===== config.mk =====
export PLATFORM = sky130hd
export DESIGN_NAME = instr_fetch_unit_flat
export DESIGN_NICKNAME = d
export VERILOG_FILES = /design/src/rtl/instr_fetch_unit_if.sv /design/src/rtl/instr_fetch_unit.sv /design/src/flat_wrapper.sv
export SDC_FILE = /design/constraint.sdc
export NUM_CORES = 1
export LEC_CHECK = 0
export CAP_MARGIN = 30
export CORE_UTILIZATION = 25
export CTS_BUF_LIST = sky130_fd_sc_hd__clkbuf_8
export DETAILED_ROUTE_END_ITERATION = 10
export DONT_BUFFER_PORTS = 1
export SLEW_MARGIN = 20
export SYNTH_ARGS = -nofsm -noshare
export SYNTH_HDL_FRONTEND = slang
export SYNTH_SLANG_ARGS = --single-unit

===== constraint.sdc =====
create_clock -name clk -period 1.9 [get_ports clk]
set_input_delay 0.38 -clock clk [delete_from_list [all_inputs] [get_ports clk]]
set_output_delay 0.38 -clock clk [all_outputs]
set_load 0.01 [all_outputs]

===== src/rtl/instr_fetch_unit_if.sv =====
// rtl/instr_fetch_unit_if.sv - instruction memory req/ack port bundle
//
// Purpose: groups the instruction-memory request/response signals of the
//          IF stage so the fetch unit and the memory model share one port.
// Signals:
//   imem_req    fetch request, held until imem_ack
//   imem_addr   fetch address, stable while imem_req=1
//   imem_ack    1-cycle response strobe, counts only while imem_req=1
//   imem_rdata  instruction word, valid when imem_ack=1
// Modports:
//   master  fetch unit side (drives req/addr)
//   slave   memory side (drives ack/rdata)
interface instr_fetch_unit_if;
  logic        imem_req;
  logic [31:0] imem_addr;
  logic        imem_ack;
  logic [31:0] imem_rdata;

  modport master (
    output imem_req,
    output imem_addr,
    input  imem_ack,
    input  imem_rdata
  );

  modport slave (
    input  imem_req,
    input  imem_addr,
    output imem_ack,
    output imem_rdata
  );
endinterface


===== src/rtl/instr_fetch_unit.sv =====
// rtl/instr_fetch_unit.sv - IF stage: PC, imem fetch, 1-entry skid, redirect flush
//
// Purpose: holds the PC, issues word fetches over a req/ack port and feeds
//          {fetch_pc, fetch_instr, fetch_valid} to the IF/ID registers.
//          A 1-entry skid buffer absorbs the response that lands while the
//          output slot is stalled. Redirect flushes everything, including a
//          fetch already in flight (its data is drained and dropped).
// Optional feature: define FETCH_PERF_CNT_EN to add perf_fetch_cnt and
//          perf_stall_cnt outputs.
// Ports:
//   clk, rst_n            clock (rising edge), asynchronous active-low reset
//   stall                 downstream hold of the output slot
//   redirect, redirect_pc flush and restart at redirect_pc (beats stall)
//   imem                  instruction memory port (master modport)
//   fetch_valid/pc/instr  output slot towards the IF/ID register
//   perf_fetch_cnt        accepted (non-discarded) acks  [FETCH_PERF_CNT_EN]
//   perf_stall_cnt        cycles with fetch_valid=1 and stall=1 [FETCH_PERF_CNT_EN]
module instr_fetch_unit #(
  parameter logic [31:0] RESET_PC = 32'h0000_0000,
  parameter logic [31:0] PC_STEP  = 32'd4
) (
  input  logic                clk,
  input  logic                rst_n,
  input  logic                stall,
  input  logic                redirect,
  input  logic [31:0]         redirect_pc,
  instr_fetch_unit_if.master  imem,
  output logic                fetch_valid,
  output logic [31:0]         fetch_pc,
  output logic [31:0]         fetch_instr
`ifdef FETCH_PERF_CNT_EN
  ,
  output logic [31:0]         perf_fetch_cnt,
  output logic [31:0]         perf_stall_cnt
`endif
);

  typedef enum logic [1:0] {
    S_IDLE  = 2'd0,
    S_BUSY  = 2'd1,
    S_DRAIN = 2'd2
  } state_e;

  state_e      state_q, state_d;
  logic [31:0] pc_q, pc_d;
  logic        req_q, req_d;
  logic [31:0] addr_q, addr_d;
  logic        fv_q, fv_d;
  logic [31:0] fpc_q, fpc_d;
  logic [31:0] finstr_q, finstr_d;
  logic        skid_v_q, skid_v_d;
  logic [31:0] skid_pc_q, skid_pc_d;
  logic [31:0] skid_instr_q, skid_instr_d;

  logic ack_v;
  logic slot_free;
  logic slot_open;
  logic accepted;

  always_comb begin
    state_d      = state_q;
    pc_d         = pc_q;
    req_d        = req_q;
    addr_d       = addr_q;
    fv_d         = fv_q;
    fpc_d        = fpc_q;
    finstr_d     = finstr_q;
    skid_v_d     = skid_v_q;
    skid_pc_d    = skid_pc_q;
    skid_instr_d = skid_instr_q;

    ack_v     = req_q & imem.imem_ack;
    slot_free = fv_q & ~stall;
    slot_open = ~fv_q | slot_free;
    accepted  = 1'b0;

    // Consume: a freed slot refills from the skid, otherwise goes empty.
    if (slot_free) begin
      if (skid_v_q) begin
        fv_d     = 1'b1;
        fpc_d    = skid_pc_q;
        finstr_d = skid_instr_q;
        skid_v_d = 1'b0;
      end else begin
        fv_d = 1'b0;
      end
    end

    if (redirect) begin
      fv_d     = 1'b0;
      skid_v_d = 1'b0;
      pc_d     = redirect_pc;
      // With nothing outstanding (idle, or the in-flight fetch completing
      // right now) the target can be requested immediately; otherwise the
      // old request must be held until its ack and its data thrown away.
      if (ack_v || (state_q == S_IDLE)) begin
        state_d = S_BUSY;
        req_d   = 1'b1;
        addr_d  = redirect_pc;
      end else begin
        state_d = S_DRAIN;
      end
    end else begin
      case (state_q)
        S_IDLE: begin
          if (!skid_v_q) begin
            state_d = S_BUSY;
            req_d   = 1'b1;
            addr_d  = pc_q;
          end
        end
        S_BUSY: begin
          if (ack_v) begin
            accepted = 1'b1;
            pc_d     = pc_q + PC_STEP;
            if (slot_open) begin
              // In BUSY pc_q equals the address in flight, so the
              // back-to-back request goes to the following word.
              fv_d     = 1'b1;
              fpc_d    = addr_q;
              finstr_d = imem.imem_rdata;
              addr_d   = pc_q + PC_STEP;
            end else begin
              skid_v_d     = 1'b1;
              skid_pc_d    = addr_q;
              skid_instr_d = imem.imem_rdata;
              req_d        = 1'b0;
              state_d      = S_IDLE;
            end
          end
        end
        S_DRAIN: begin
          if (ack_v) begin
            state_d = S_BUSY;
            addr_d  = pc_q;
          end
        end
        default: begin
          state_d = S_IDLE;
          req_d   = 1'b0;
        end
      endcase
    end
  end

  always_ff @(posedge clk or negedge rst_n) begin
    if (!rst_n) begin
      state_q      <= S_IDLE;
      pc_q         <= RESET_PC;
      req_q        <= 1'b0;
      addr_q       <= 32'h0;
      fv_q         <= 1'b0;
      fpc_q        <= 32'h0;
      finstr_q     <= 32'h0;
      skid_v_q     <= 1'b0;
      skid_pc_q    <= 32'h0;
      skid_instr_q <= 32'h0;
    end else begin
      state_q      <= state_d;
      pc_q         <= pc_d;
      req_q        <= req_d;
      addr_q       <= addr_d;
      fv_q         <= fv_d;
      fpc_q        <= fpc_d;
      finstr_q     <= finstr_d;
      skid_v_q     <= skid_v_d;
      skid_pc_q    <= skid_pc_d;
      skid_instr_q <= skid_instr_d;
    end
  end

  assign imem.imem_req  = req_q;
  assign imem.imem_addr = addr_q;
  assign fetch_valid    = fv_q;
  assign fetch_pc       = fpc_q;
  assign fetch_instr    = finstr_q;

`ifdef FETCH_PERF_CNT_EN
  logic [31:0] perf_fetch_q, perf_fetch_d;
  logic [31:0] perf_stall_q, perf_stall_d;

  always_comb begin
    perf_fetch_d = perf_fetch_q;
    perf_stall_d = perf_stall_q;
    if (accepted) perf_fetch_d = perf_fetch_q + 32'd1;
    if (fv_q && stall) perf_stall_d = perf_stall_q + 32'd1;
  end

  always_ff @(posedge clk or negedge rst_n) begin
    if (!rst_n) begin
      perf_fetch_q <= 32'h0;
      perf_stall_q <= 32'h0;
    end else begin
      perf_fetch_q <= perf_fetch_d;
      perf_stall_q <= perf_stall_d;
    end
  end

  assign perf_fetch_cnt = perf_fetch_q;
  assign perf_stall_cnt = perf_stall_q;
`else
  logic unused_accepted;
  assign unused_accepted = accepted;
`endif

endmodule


===== src/flat_wrapper.sv =====
// flat-port wrapper written by rule: the top's interface ports become plain ports
module instr_fetch_unit_flat 
#(
  parameter logic [31:0] RESET_PC = 32'h0000_0000,
  parameter logic [31:0] PC_STEP  = 32'd4
)
  (clk, rst_n, stall, redirect, redirect_pc, fetch_valid, fetch_pc, fetch_instr, imem_imem_req, imem_imem_addr, imem_imem_ack, imem_imem_rdata);
  instr_fetch_unit_if imem_i ();
  input  logic clk;
  input  logic rst_n;
  input  logic stall;
  input  logic redirect;
  input  logic [31:0] redirect_pc;
  output logic fetch_valid;
  output logic [31:0] fetch_pc;
  output logic [31:0] fetch_instr;
  output wire logic [$bits(imem_i.imem_req)-1:0] imem_imem_req;
  output wire logic [$bits(imem_i.imem_addr)-1:0] imem_imem_addr;
  input wire logic [$bits(imem_i.imem_ack)-1:0] imem_imem_ack;
  input wire logic [$bits(imem_i.imem_rdata)-1:0] imem_imem_rdata;
  assign imem_imem_req = imem_i.imem_req;
  assign imem_imem_addr = imem_i.imem_addr;
  assign imem_i.imem_ack = imem_imem_ack;
  assign imem_i.imem_rdata = imem_imem_rdata;
  instr_fetch_unit #(.RESET_PC(RESET_PC), .PC_STEP(PC_STEP)) u_core (.clk(clk), .rst_n(rst_n), .stall(stall), .redirect(redirect), .redirect_pc(redirect_pc), .imem(imem_i), .fetch_valid(fetch_valid), .fetch_pc(fetch_pc), .fetch_instr(fetch_instr));
endmodule

* Word-level counts from Yosys, hierarchy flattened
Cells that the tools add are included.
** Storage, ports and cells
- Bits in registers :: 197
- Input port bits :: 69
- Word-level logic and storage cells :: 83
** Operators by class
- Add/subtract/negate cells :: 1
- Equality and inequality tests :: 9
- Multiplexer cells :: 46
- Bitwise operators :: 7
- Reduce and logical (&&, ||, !) cells :: 10
** Operator list (count)
- $mux W32 :: 21
- $pmux W32 S3 :: 1
- $add A32 B3 Y32 const B :: 1
- $mux W1 :: 16
- $mux W2 :: 6
- $ne A3 B2 Y1 const B :: 3
- $reduce_and A4 Y1 :: 2
- $ne A3 B3 Y1 const B :: 2
- $pmux W2 S3 :: 1
- $reduce_and A6 Y1 :: 1
- $reduce_and A5 Y1 :: 1
- $not A1 Y1 :: 4
- $reduce_bool A2 Y1 :: 2
- $reduce_bool A4 Y1 :: 1
- $pmux W1 S3 :: 1
- $and A1 B1 Y1 :: 2
- $eq A2 B1 Y1 const B :: 1
- $eq A2 B2 Y1 const B :: 1
- $logic_not A2 Y1 :: 1
- $ne A2 B1 Y1 const B :: 1
- $ne A2 B2 Y1 const B :: 1
- $reduce_and A2 Y1 :: 1
- $logic_or A1 B1 Y1 :: 1
- $or A1 B1 Y1 :: 1

* Depth between registers and ports, before layout
Gate-level depths: netlist (run 1).
- Depth in word-level cells :: 7
- Depth in mapped cells :: 7
- Mapped depth without buffers :: 6

* Worst setup path after synthesis (run 1)
No wires, ideal clock.
- Kind :: flip-flop to flip-flop
- Start :: register u_core.pc_q[2]
- End :: register u_core.addr_q[28] (netlist: u_core.imem.imem_addr[28])
- Setup time :: 126 ps
- Data arrival time :: 1906 ps
- Data required time :: 1774 ps
- Setup slack :: -131 ps
- Stages on the path, launching flop included :: 7
- Buffers on the path :: 0
- Period minus slack after synthesis :: 2031 ps
- Cell sequence :: dfrtp_1 ha_1 nand4_1 or3_1 o31a_1 o311ai_1 nand2_1
** On the way
- Cells in the longest elaborated chain, start to end :: 5
** RTL lines
- start: declaration :: line instr_fetch_unit.sv:45 : logic [31:0] pc_q, pc_d;
- start signal: assignment :: line instr_fetch_unit.sv:160 : pc_q <= pc_d;
- $add A32 B3 Y32 :: line instr_fetch_unit.sv:122 : addr_d = pc_q + PC_STEP;
- $mux W32 :: line instr_fetch_unit.sv:116 : if (slot_open) begin
- $mux W32 :: line instr_fetch_unit.sv:113 : if (ack_v) begin
- $pmux W32 S3 :: line instr_fetch_unit.sv:104 : case (state_q)
- $mux W32 :: line instr_fetch_unit.sv:89 : if (redirect) begin
- end signal: assignment :: line instr_fetch_unit.sv:162 : addr_q <= addr_d;
- end: declaration :: line instr_fetch_unit.sv:47 : logic [31:0] addr_q, addr_d;
No other way between the ends. The select of a mux whose other input is x is not followed.
A chain may end at the register's enable or synchronous reset.

* Final worst setup path (run 1)
- Start :: register u_core.pc_q[23]
- End :: register u_core.addr_q[31] (netlist: u_core.imem.imem_addr[31])
Same word-level chain as after synthesis.

==> results of run 1 <==
-- worst paths after layout --
| check | start | endpoint | slack [ns] | cells after the start |
|---|---|---|---|---|
| max | u_core.pc_q[23]$_DFFE_PN0N_ | u_core.imem.imem_addr[31]$_DFFE_PN0P_ | 0.01 | 5 |
| min | rst_n | u_core.fetch_instr[27]$_DFF_PN0_ | -0.44 | 0 |
| max reg2reg | u_core.pc_q[23]$_DFFE_PN0N_ | u_core.imem.imem_addr[31]$_DFFE_PN0P_ | 0.01 | 5 |
| min reg2reg | u_core.pc_q[0]$_DFFE_PN0P_ | u_core.pc_q[0]$_DFFE_PN0P_ | 0.51 | 1 |
| max in group asynchronous | rst_n | u_core.pc_q[4]$_DFFE_PN0N_ | 1.99 | 0 |
| min in group clk | redirect_pc[11] | u_core.pc_q[11]$_DFFE_PN0N_ | 0.04 | 2 |
-- final cells by class --
type | count | area, um2
fill | 3813 | 25700
sequential | 197 | 4940
multi-input combinational | 598 | 4520
timing repair buffer | 147 | 1470
tap | 511 | 639
clock buffer | 17 | 234
clock inverter | 15 | 211
inverter | 4 | 15.0
antenna | 2 | 5.00
-- layer usage --
layer	vias to the layer above	track usage
met3	36	0.0445
met1	3520	0.183
met4	2	0.0520
met5	-	0
met2	201	0.223
li1	3245	-
-- cell families after synthesis --
logic type | count (synthesis) | share of synthesized area
fa+ha+maj | 1 | 0.00130
compound gates | 142 | 0.0865
simple gates | 245 | 0.145
mux | 158 | 0.175
buf+inv | 63 | 0.0311
xor+xnor | 52 | 0.0474
flops | 197 | 0.513
-- metrics by stage --
stage               setup TNS (ns)  utilization  setup WS, ns
floorplan                        0            -       0.00556
global placement           -0.0149        0.286       -0.0108
detailed placement         -0.0243        0.286       -0.0131
CTS                              0        0.311        0.0139
global route                -0.311        0.318       -0.0433
finish                           0        0.319        0.0142
-- registers in the layout, summed over array words and instances, names as in the netlist --
register / count
u_core.fetch_instr: 32
u_core.fetch_pc: 32
u_core.pc_q: 32
u_core.skid_instr_q: 32
u_core.imem.imem_req: 1
u_core.state_q: 2
u_core.skid_v_q: 1
u_core.imem.imem_addr: 32
u_core.skid_pc_q: 32
u_core.fetch_valid: 1
-- what timing repair did --
| action | CTS | global route |
|---|---|---|
| buffers inserted | 0 | 15 |
| endpoints found under the hold margin | 284 | 197 |
| resized for setup | 4 | 27 |
| gates cloned | 0 | 2 |
| endpoints found under the setup margin | 36 | 43 |
| pin swaps | 0 | 13 |
-- worst max-delay path: stages, from the launching register on --
cell and delay, ns:
dfrtp_1 0.50, nand4_1 0.23, or4_4 0.47, nor3_2 0.18, xor2_1 0.09, a221o_1 0.31
-- power groups by stage --
| stage | Clock [W] | Sequential (W) | Combinational [W] |
|---|---|---|---|
| after floorplan | 0 | 0.00714 | 0.00265 |
| after global placement | 0 | 0.00782 | 0.00377 |
| after detailed placement | 0 | 0.00789 | 0.00387 |
| after CTS | 0.00327 | 0.00780 | 0.00399 |
| after global routing | 0.00341 | 0.00799 | 0.00477 |
| final | 0.00314 | 0.00775 | 0.00435 |
-- placed cells by master, fill, tap and decap left out, types with 3 or more instances in the layout --
cell             n
buf_6            5
dlygate4sd3_1   51
o31a_1           3
dfrtp_1        191
nor4_2           7
nand2b_1        13
and3_1           3
nand4_1         16
nand3_1         13
a21oi_1         18
or3_1            3
xor2_1          15
nand3_2          3
and2_1           3
o21ai_0         84
nand2_1        110
bufinv_16        4
a21boi_0         6
buf_12          13
and4_1           5
xnor2_1         37
buf_4           75
nand4_4          4
mux2i_1         78
nor3_1           6
nor4_4           4
inv_1            5
nor4_1           4
inv_6            6
o31ai_1          4
o21ai_1          3
a21boi_1         6
mux2_2          80
nor2_1          22
clkbuf_8        17
nor2b_1          3
dfrtp_2          6
==> flow_summary.toml, run 1 <==
[pwr]
swShare = 0.376
p_seq_frac = 0.509
pwr-share-clk = 0.206
leakage_nw = 5.42
power.net_switching_w = 0.00573
power.internal_w = 0.00952
power_density_mw_per_mm2 = 1270
ir_drop_uv = 670
total_power_w = 0.0152
p_comb_frac = 0.286

[global_route]
grt_pass1_wl_um = 41500
antenna_found_initial = 3
grt_usage = 0.142
grt_max_degree = 198
grt_pass1_vias = 6744
grt_overflow = 0

[critical_path]
worst_setup_path_end_kind = "flop"
cp_max_fo = 5
worstPathRequired_ns = 2.31
crit_type = "reg2reg"
critPathLaunchType = "flop"
arrival_ns = 2.30

[outcome]
status = "finished with violations"
violations = "negative hold slack"

[drt]
wl_met2_um = 13000
dr.pass1.iters = 5
vias_per_cell = 4.70
wl_per_cell_um = 19.0
drt_iter0_markers = 368
ant_nets = 0
route.final.wire_length_um = 28300
via_count = 7004
top_layer = "met5"
detail_route.drc_violations = 0
wl_met3_um = 1900
wl_met1_um = 12700

[clock_network]
cts_root_buf = "clkbuf_8"
cts_sinks = 197
clkTransAtPathRegs_ns = 0.12
htreeDepth = 4
postCtsHoldBufs = 51
insertion_delay_ns = 0.52
clockBufferDepth = 2
cts_tree = "yes"
numCtsBuffers = 17

[placement]
port_buffers = 0
globalplace.congestion = 0.884
place_area_mm2 = 0.0108
dp_cells = 1389
dp_hpwl_um = 19400

[final_layout]
drive_gt1_frac = 0.263
area_delta_synth_final_pct = 25.2
final_cells = 1491
nets = 1035
stdcell_area_mm2 = 0.0120

[floorplanning]
core_mm2 = 0.0378
die_h_um = 198
die_x_um = 198
dieArea_mm2 = 0.0392
num_rows = 71
initial_core_util = 0.254
io_pins = 167

[yosys]
synth_cells = 858
synth_top_flop_cell = "dfrtp_1"
yosys_warnings = 0
synthTopCellsByCount = "197 x dfrtp_1, 112 x nand2_1, 85 x o21ai_0"
yosysTopAreaCellShare = 0.513
synth_nets = 928
synth_edf_count = 0
synth.area.top_cells = "dfrtp_1 51%, mux2_2 9.4%, mux2i_1 8.1%"
yosysTopAreaCell = "dfrtp_1"
yosysSeqAreaShare = 0.513
synthDistinctLibCells = 66
synthesis.area_mm2 = 0.00961
async_flop_share = 1.00
ys_ff_latch = 197
syn_area_per_cell_um2 = 11.2
yosysMostFrequentCell = "dfrtp_1"

[sta]
finalHoldViolCount = 197
tightest_slew_ns = 0.650
period_needed_ns = 1.89
hold_ws_ns = -0.445
rsz0062_at_grt = "true"
fin_crit_sh = 0.993
slew_viol_final = 0
max_slew_margin = 0.565
fin_skew_ns = 0.0223
finalSetupViolCount = 0
clock.fmax_mhz = 530

[min_path]
hp-class = "in2async"

[run]
drv_cap = 0
Power figures use the tool's default switching activity.
==> run 2, diff against run 1 <==
--- a/config.mk
+++ b/config.mk
@@ -6,6 +6,7 @@
 export NUM_CORES = 1
 export LEC_CHECK = 0
 export CAP_MARGIN = 30
+export CORE_MARGIN = 10
 export CORE_UTILIZATION = 25
 export CTS_BUF_LIST = sky130_fd_sc_hd__clkbuf_8
 export DETAILED_ROUTE_END_ITERATION = 10
==> run 2 against run 1 <==
The flow still finishes with violations (negative hold slack). Total power down 2.4%. Clock-buffer cell count up 1. Via count up 0.14%. Routed wire length up 4.8%. Final cell count unchanged. Highest routed layer unchanged.
==> flow_summary.toml, run 2 (synthesis gave the netlist of run 1 again) <==
[critical_path]
r2r-end = "u_core.imem.imem_addr[31]$_DFFE_PN0P_"
critPathLaunchType = "flop"
cp_max_fo = 2
crit-reg2reg-launch = "u_core.pc_q[27]$_DFFE_PN0N_"
worstPathRequired_ns = 2.32
r2r_slack_ns = 0.03
worst_setup_path_end_kind = "flop"
arrival_ns = 2.29
r2r_cells = 5
crit_type = "reg2reg"

[global_route]
grt_pass1_vias = 6976
grt_pass1_wl_um = 43900
grt_overflow = 0
grt_max_degree = 198
grt_usage = 0.123
antenna_found_initial = 4

[clock_network]
clockBufferDepth = 2
numCtsBuffers = 17
cts_sinks = 197
cts_root_buf = "clkbuf_8"
htreeDepth = 4
clkTransAtPathRegs_ns = 0.12
cts_tree = "yes"
insertion_delay_ns = 0.52

[pwr]
leakage_nw = 5.43
power.net_switching_w = 0.00577
p_comb_frac = 0.281
pwr-share-clk = 0.194
power_density_mw_per_mm2 = 1230
swShare = 0.388
p_seq_frac = 0.525
power.internal_w = 0.00910
ir_drop_uv = 510

[drt]
route.final.wire_length_um = 29600
dr.pass1.iters = 5
ant_nets = 0
drt_iter0_markers = 442
via_count = 7014
vias_per_cell = 4.70
detail_route.drc_violations = 0
wl_per_cell_um = 19.9

[final_layout]
drive_gt1_frac = 0.274
layout_commonest_cell = "dfrtp_1"
stdcell_area_mm2 = 0.0121
area_delta_synth_final_pct = 25.6
nets = 1034
final_cell_mix = "187 x dfrtp_1, 109 x nand2_1, 85 x o21ai_0, 80 x mux2_2, 78 x mux2i_1"
final_cells = 1491

[sta]
finalSetupViolCount = 0
rsz0062_at_grt = "true"
period_needed_ns = 1.87
slew_viol_final = 0
max_slew_margin = 0.719
fin_crit_sh = 0.984
finalHoldViolCount = 197
hold_ws_ns = -0.445
fin_tns_setup_ns = 0
clock.fmax_mhz = 535
fin_skew_ns = 0.0196
tightest_slew_ns = 0.417

[floorplanning]
die_x_um = 216
num_rows = 71
dieArea_mm2 = 0.0467
die_h_um = 216
core_mm2 = 0.0378
io_pins = 167
initial_core_util = 0.254

[placement]
globalplace.congestion = 0.925
dp_hpwl_um = 20800
dp_cells = 1390
place_area_mm2 = 0.0108
port_buffers = 0

[outcome]
violations = "negative hold slack"
status = "finished with violations"

[min_path]
hp-class = "in2async"

[run]
drv_cap = 0
-- run 2: metrics by stage --
stage | worst slack (ns) | utilization | power [W] | hold WS [ns]
floorplan | 0.00556 | - | 0.00979 | 0.0844
CTS | 0.00224 | 0.312 | 0.0149 | -0.498
global placement | -0.0508 | 0.287 | 0.0116 | 0.0959
detailed placement | -0.0694 | 0.287 | 0.0118 | 0.0945
finish | 0.0304 | 0.320 | 0.0149 | -0.445
global route | -0.0468 | 0.319 | 0.0159 | -0.509
-- run 2: power groups by stage --
| stage | clock network (W) | logic (W) | registers, W |
|---|---|---|---|
| final | 0.00288 | 0.00418 | 0.00781 |
| after global routing | 0.00317 | 0.00463 | 0.00806 |
| after CTS | 0.00304 | 0.00399 | 0.00790 |
| after detailed placement | 0 | 0.00378 | 0.00800 |
| after global placement | 0 | 0.00368 | 0.00793 |
| after floorplan | 0 | 0.00265 | 0.00714 |
-- run 2: final cells by class --
| type | instances | area [um2] |
|---|---|---|
| Clock inverter | 14 | 163 |
| Tap cell | 511 | 639 |
| Timing Repair Buffer | 146 | 1510 |
| Antenna cell | 3 | 7.51 |
| Multi-Input combinational cell | 598 | 4540 |
| Inverter | 4 | 15.0 |
| Sequential cell | 197 | 4940 |
| Fill cell | 3824 | 25700 |
| Clock buffer | 18 | 248 |
-- run 2: metal layers --
metal | global-route usage | part of all wire | vias to the layer above
met3 | 0.0420 | 0.076 | 33
met2 | 0.196 | 0.47 | 200
li1 | - | - | 3257
met4 | 0.0389 | 0.017 | 4
met5 | 0 | 0.00081 | -
met1 | 0.154 | 0.43 | 3520
-- run 2: what timing repair did --
item	in CTS	in global routing
gates resized for setup	8	27
endpoints found under the setup margin	107	81
gates cloned	0	2
setup buffers	3	11
hold buffers	49	1
pin swaps	0	6
hold endpoints to repair	280	198
-- run 2: worst max-delay path by stage --
stage                                       start                               endpoint
detailed placement  u_core.state_q[0]$_DFFE_PN0P_  u_core.imem.imem_addr[18]$_DFFE_PN0P_
floorplan              u_core.pc_q[3]$_DFFE_PN0N_  u_core.imem.imem_addr[28]$_DFFE_PN0P_
finish                u_core.pc_q[27]$_DFFE_PN0N_  u_core.imem.imem_addr[31]$_DFFE_PN0P_
CTS                 u_core.state_q[1]$_DFFE_PN0P_  u_core.imem.imem_addr[28]$_DFFE_PN0P_
global placement       u_core.pc_q[3]$_DFFE_PN0N_  u_core.imem.imem_addr[30]$_DFFE_PN0P_
global route        u_core.state_q[1]$_DFFE_PN0P_            u_core.pc_q[26]$_DFFE_PN0N_
-- run 2: critical path, cell delays in order (launching register included) --
cell and delay (ns):
dfrtp_1 0.41, nand4_1 0.19, or4_4 0.59, nor3_2 0.18
xor2_1 0.08, a221o_1 0.31
==> run 3, diff against run 2 <==
--- a/config.mk
+++ b/config.mk
@@ -6,11 +6,15 @@
 export NUM_CORES = 1
 export LEC_CHECK = 0
 export CAP_MARGIN = 30
+export CELL_PAD_IN_SITES_DETAIL_PLACEMENT = 0
+export CELL_PAD_IN_SITES_GLOBAL_PLACEMENT = 2
 export CORE_MARGIN = 10
 export CORE_UTILIZATION = 25
 export CTS_BUF_LIST = sky130_fd_sc_hd__clkbuf_8
 export DETAILED_ROUTE_END_ITERATION = 10
 export DONT_BUFFER_PORTS = 1
+export PLACE_DENSITY_LB_ADDON = 0.1
+export SKIP_LAST_GASP = 1
 export SLEW_MARGIN = 20
 export SYNTH_ARGS = -nofsm -noshare
 export SYNTH_HDL_FRONTEND = slang
==> run 3 against run 2 <==
The flow still finishes with violations (negative hold slack). Clock skew is 0.0070 ns lower. Critical endpoint unchanged. Utilization grew 0.54 points. Fmax decreased by 0.15%. Hold slack improved by 0.015 ns. Largest cell class unchanged. Critical path depth unchanged. First-iteration DRC count decreased by 3.6%.
==> flow_summary.toml, run 3 (synthesis gave the netlist of run 1 again) <==
[clock_network]
htreeDepth = 4
cts_root_buf = "clkbuf_8"
cts_sinks = 197
numCtsBuffers = 17
clkTransAtPathRegs_ns = 0.11
clockBufferDepth = 2
postCtsHoldBufs = 49
cts_tree = "yes"
insertion_delay_ns = 0.51

[sta]
finalSetupViolCount = 0
hold_ws_ns = -0.430
finalHoldViolCount = 197
tightest_slew_ns = 0.418
fin_crit_sh = 0.986
fin_skew_ns = 0.0126
rsz0062_at_grt = "true"
clock.fmax_mhz = 534
slew_viol_final = 0
max_slew_margin = 0.720
period_needed_ns = 1.87
layout_setup_ws_ns = 0.0276

[outcome]
status = "finished with violations"
violations = "negative hold slack"

[placement]
place_area_mm2 = 0.0108
port_buffers = 0
preCtsSetupSlack_ns = -0.144
dp_hpwl_um = 22300
dp_cells = 1406
globalplace.congestion = 0.790

[floorplanning]
die_h_um = 216
num_rows = 71
initial_core_util = 0.254
core_mm2 = 0.0378
dieArea_mm2 = 0.0467
io_pins = 167
die_x_um = 216

[critical_path]
crit-reg2reg-launch = "u_core.pc_q[23]$_DFFE_PN0N_"
worstPathRequired_ns = 2.29
worst_setup_path_end_kind = "flop"
r2r_slack_ns = 0.03
crit_type = "reg2reg"
arrival_ns = 2.26
crit_path_start = "u_core.pc_q[23]$_DFFE_PN0N_"
critPathLaunchType = "flop"
cp_max_fo = 5

[pwr]
leakage_nw = 5.59
ir_drop_uv = 461
power_density_mw_per_mm2 = 1250

[final_layout]
final_cell_mix = "189 x dfrtp_1, 108 x nand2_1, 106 x buf_4, 83 x o21ai_0, 79 x mux2_2"
drive_gt1_frac = 0.297
nets = 1063
area_delta_synth_final_pct = 27.7
final_cells = 1520
layout_commonest_cell = "dfrtp_1"
stdcell_area_mm2 = 0.0123

[drt]
route.final.wire_length_um = 33300
vias_per_cell = 4.71
via_count = 7153
dr.pass1.iters = 4
detail_route.drc_violations = 0
wl_per_cell_um = 21.9
ant_nets = 0
drt_iter0_markers = 426

[global_route]
grt_usage = 0.136
antenna_found_initial = 4
grt_pass1_wl_um = 48600
grt_overflow = 0
grt_max_degree = 198
grt_pass1_vias = 7429

[run]
drv_cap = 0

[min_path]
hp-class = "in2async"
-- run 3: changes by cell type in the layout (fill, tap and decap cells not counted), sizes merged --
cell / change
buf: +29
dlygate4sd3: -1
clkinv: -2
clkinvlp: +2
diode: +2
bufinv: +2
inv: -5
clkbuf: +2
-- run 3: path summary, 6_finish.rpt --
kind	to	cells after the start
worst max-delay path	u_core.imem.imem_addr[31]$_DFFE_PN0P_	5
worst min-delay path	u_core.fetch_instr[23]$_DFF_PN0_	0
worst max register to register	u_core.imem.imem_addr[31]$_DFFE_PN0P_	5
worst min register to register	u_core.pc_q[1]$_DFFE_PN0P_	1
max in group asynchronous	u_core.skid_instr_q[10]$_DFFE_PN0P_	0
min in group clk	u_core.pc_q[1]$_DFFE_PN0P_	1
-- run 3: final cells by class --
class	count	area, um2
clock inverters	11	149
well taps	511	639
inverters	4	15.0
flip-flops and latches	197	4940
multi-input cells	598	4610
repair buffers	175	1650
clock buffers	19	262
fillers	3847	25500
diodes	5	12.5
-- run 3: repair_timing --
item                                    4_1_cts  5_1_grt
cloned                                        1        3
endpoints found under the setup margin       45      140
pin swaps                                     2       17
hold endpoints to repair                    277      197
resized for setup                             8       47
buffers inserted                              6       21
-- run 3: critical path, cell delays in order, from the launching register on --
cell and delay [ns]:
dfrtp_2 0.45, nand4_1 0.19, or4_4 0.58, nor3_4 0.14, xor2_1 0.08, a221o_1 0.31
-- run 3: through the flow --
stage	hold slack [ns]	power, W	util	TNS (ns)
CTS	-0.490	0.0151	0.313	0
global route	-0.490	0.0164	0.325	-0.342
global placement	0.0929	0.0117	0.286	-0.346
floorplan	0.0844	0.00979	-	0
finish	-0.430	0.0154	0.325	0
detailed placement	0.0920	0.0119	0.286	-0.642
-- run 3: report_power, final --
| group | internal [W] | leakage, nW | switching, W | total, W |
|---|---|---|---|---|
| Clock | 0.00137 | 0.201 | 0.00163 | 0.00300 |
| Sequential | 0.00573 | 2.48 | 0.00202 | 0.00775 |
| Combinational | 0.00247 | 2.91 | 0.00218 | 0.00465 |
| Total | 0.00957 | 5.59 | 0.00583 | 0.0154 |
-- run 3: layer usage --
layer | up-vias | share of wire | track usage
met4 | 0 | 0.025 | 0.0529
met3 | 41 | 0.049 | 0.0331
met5 | - | 0 | 0
met1 | 3619 | 0.44 | 0.172
li1 | 3322 | - | -
met2 | 171 | 0.48 | 0.220
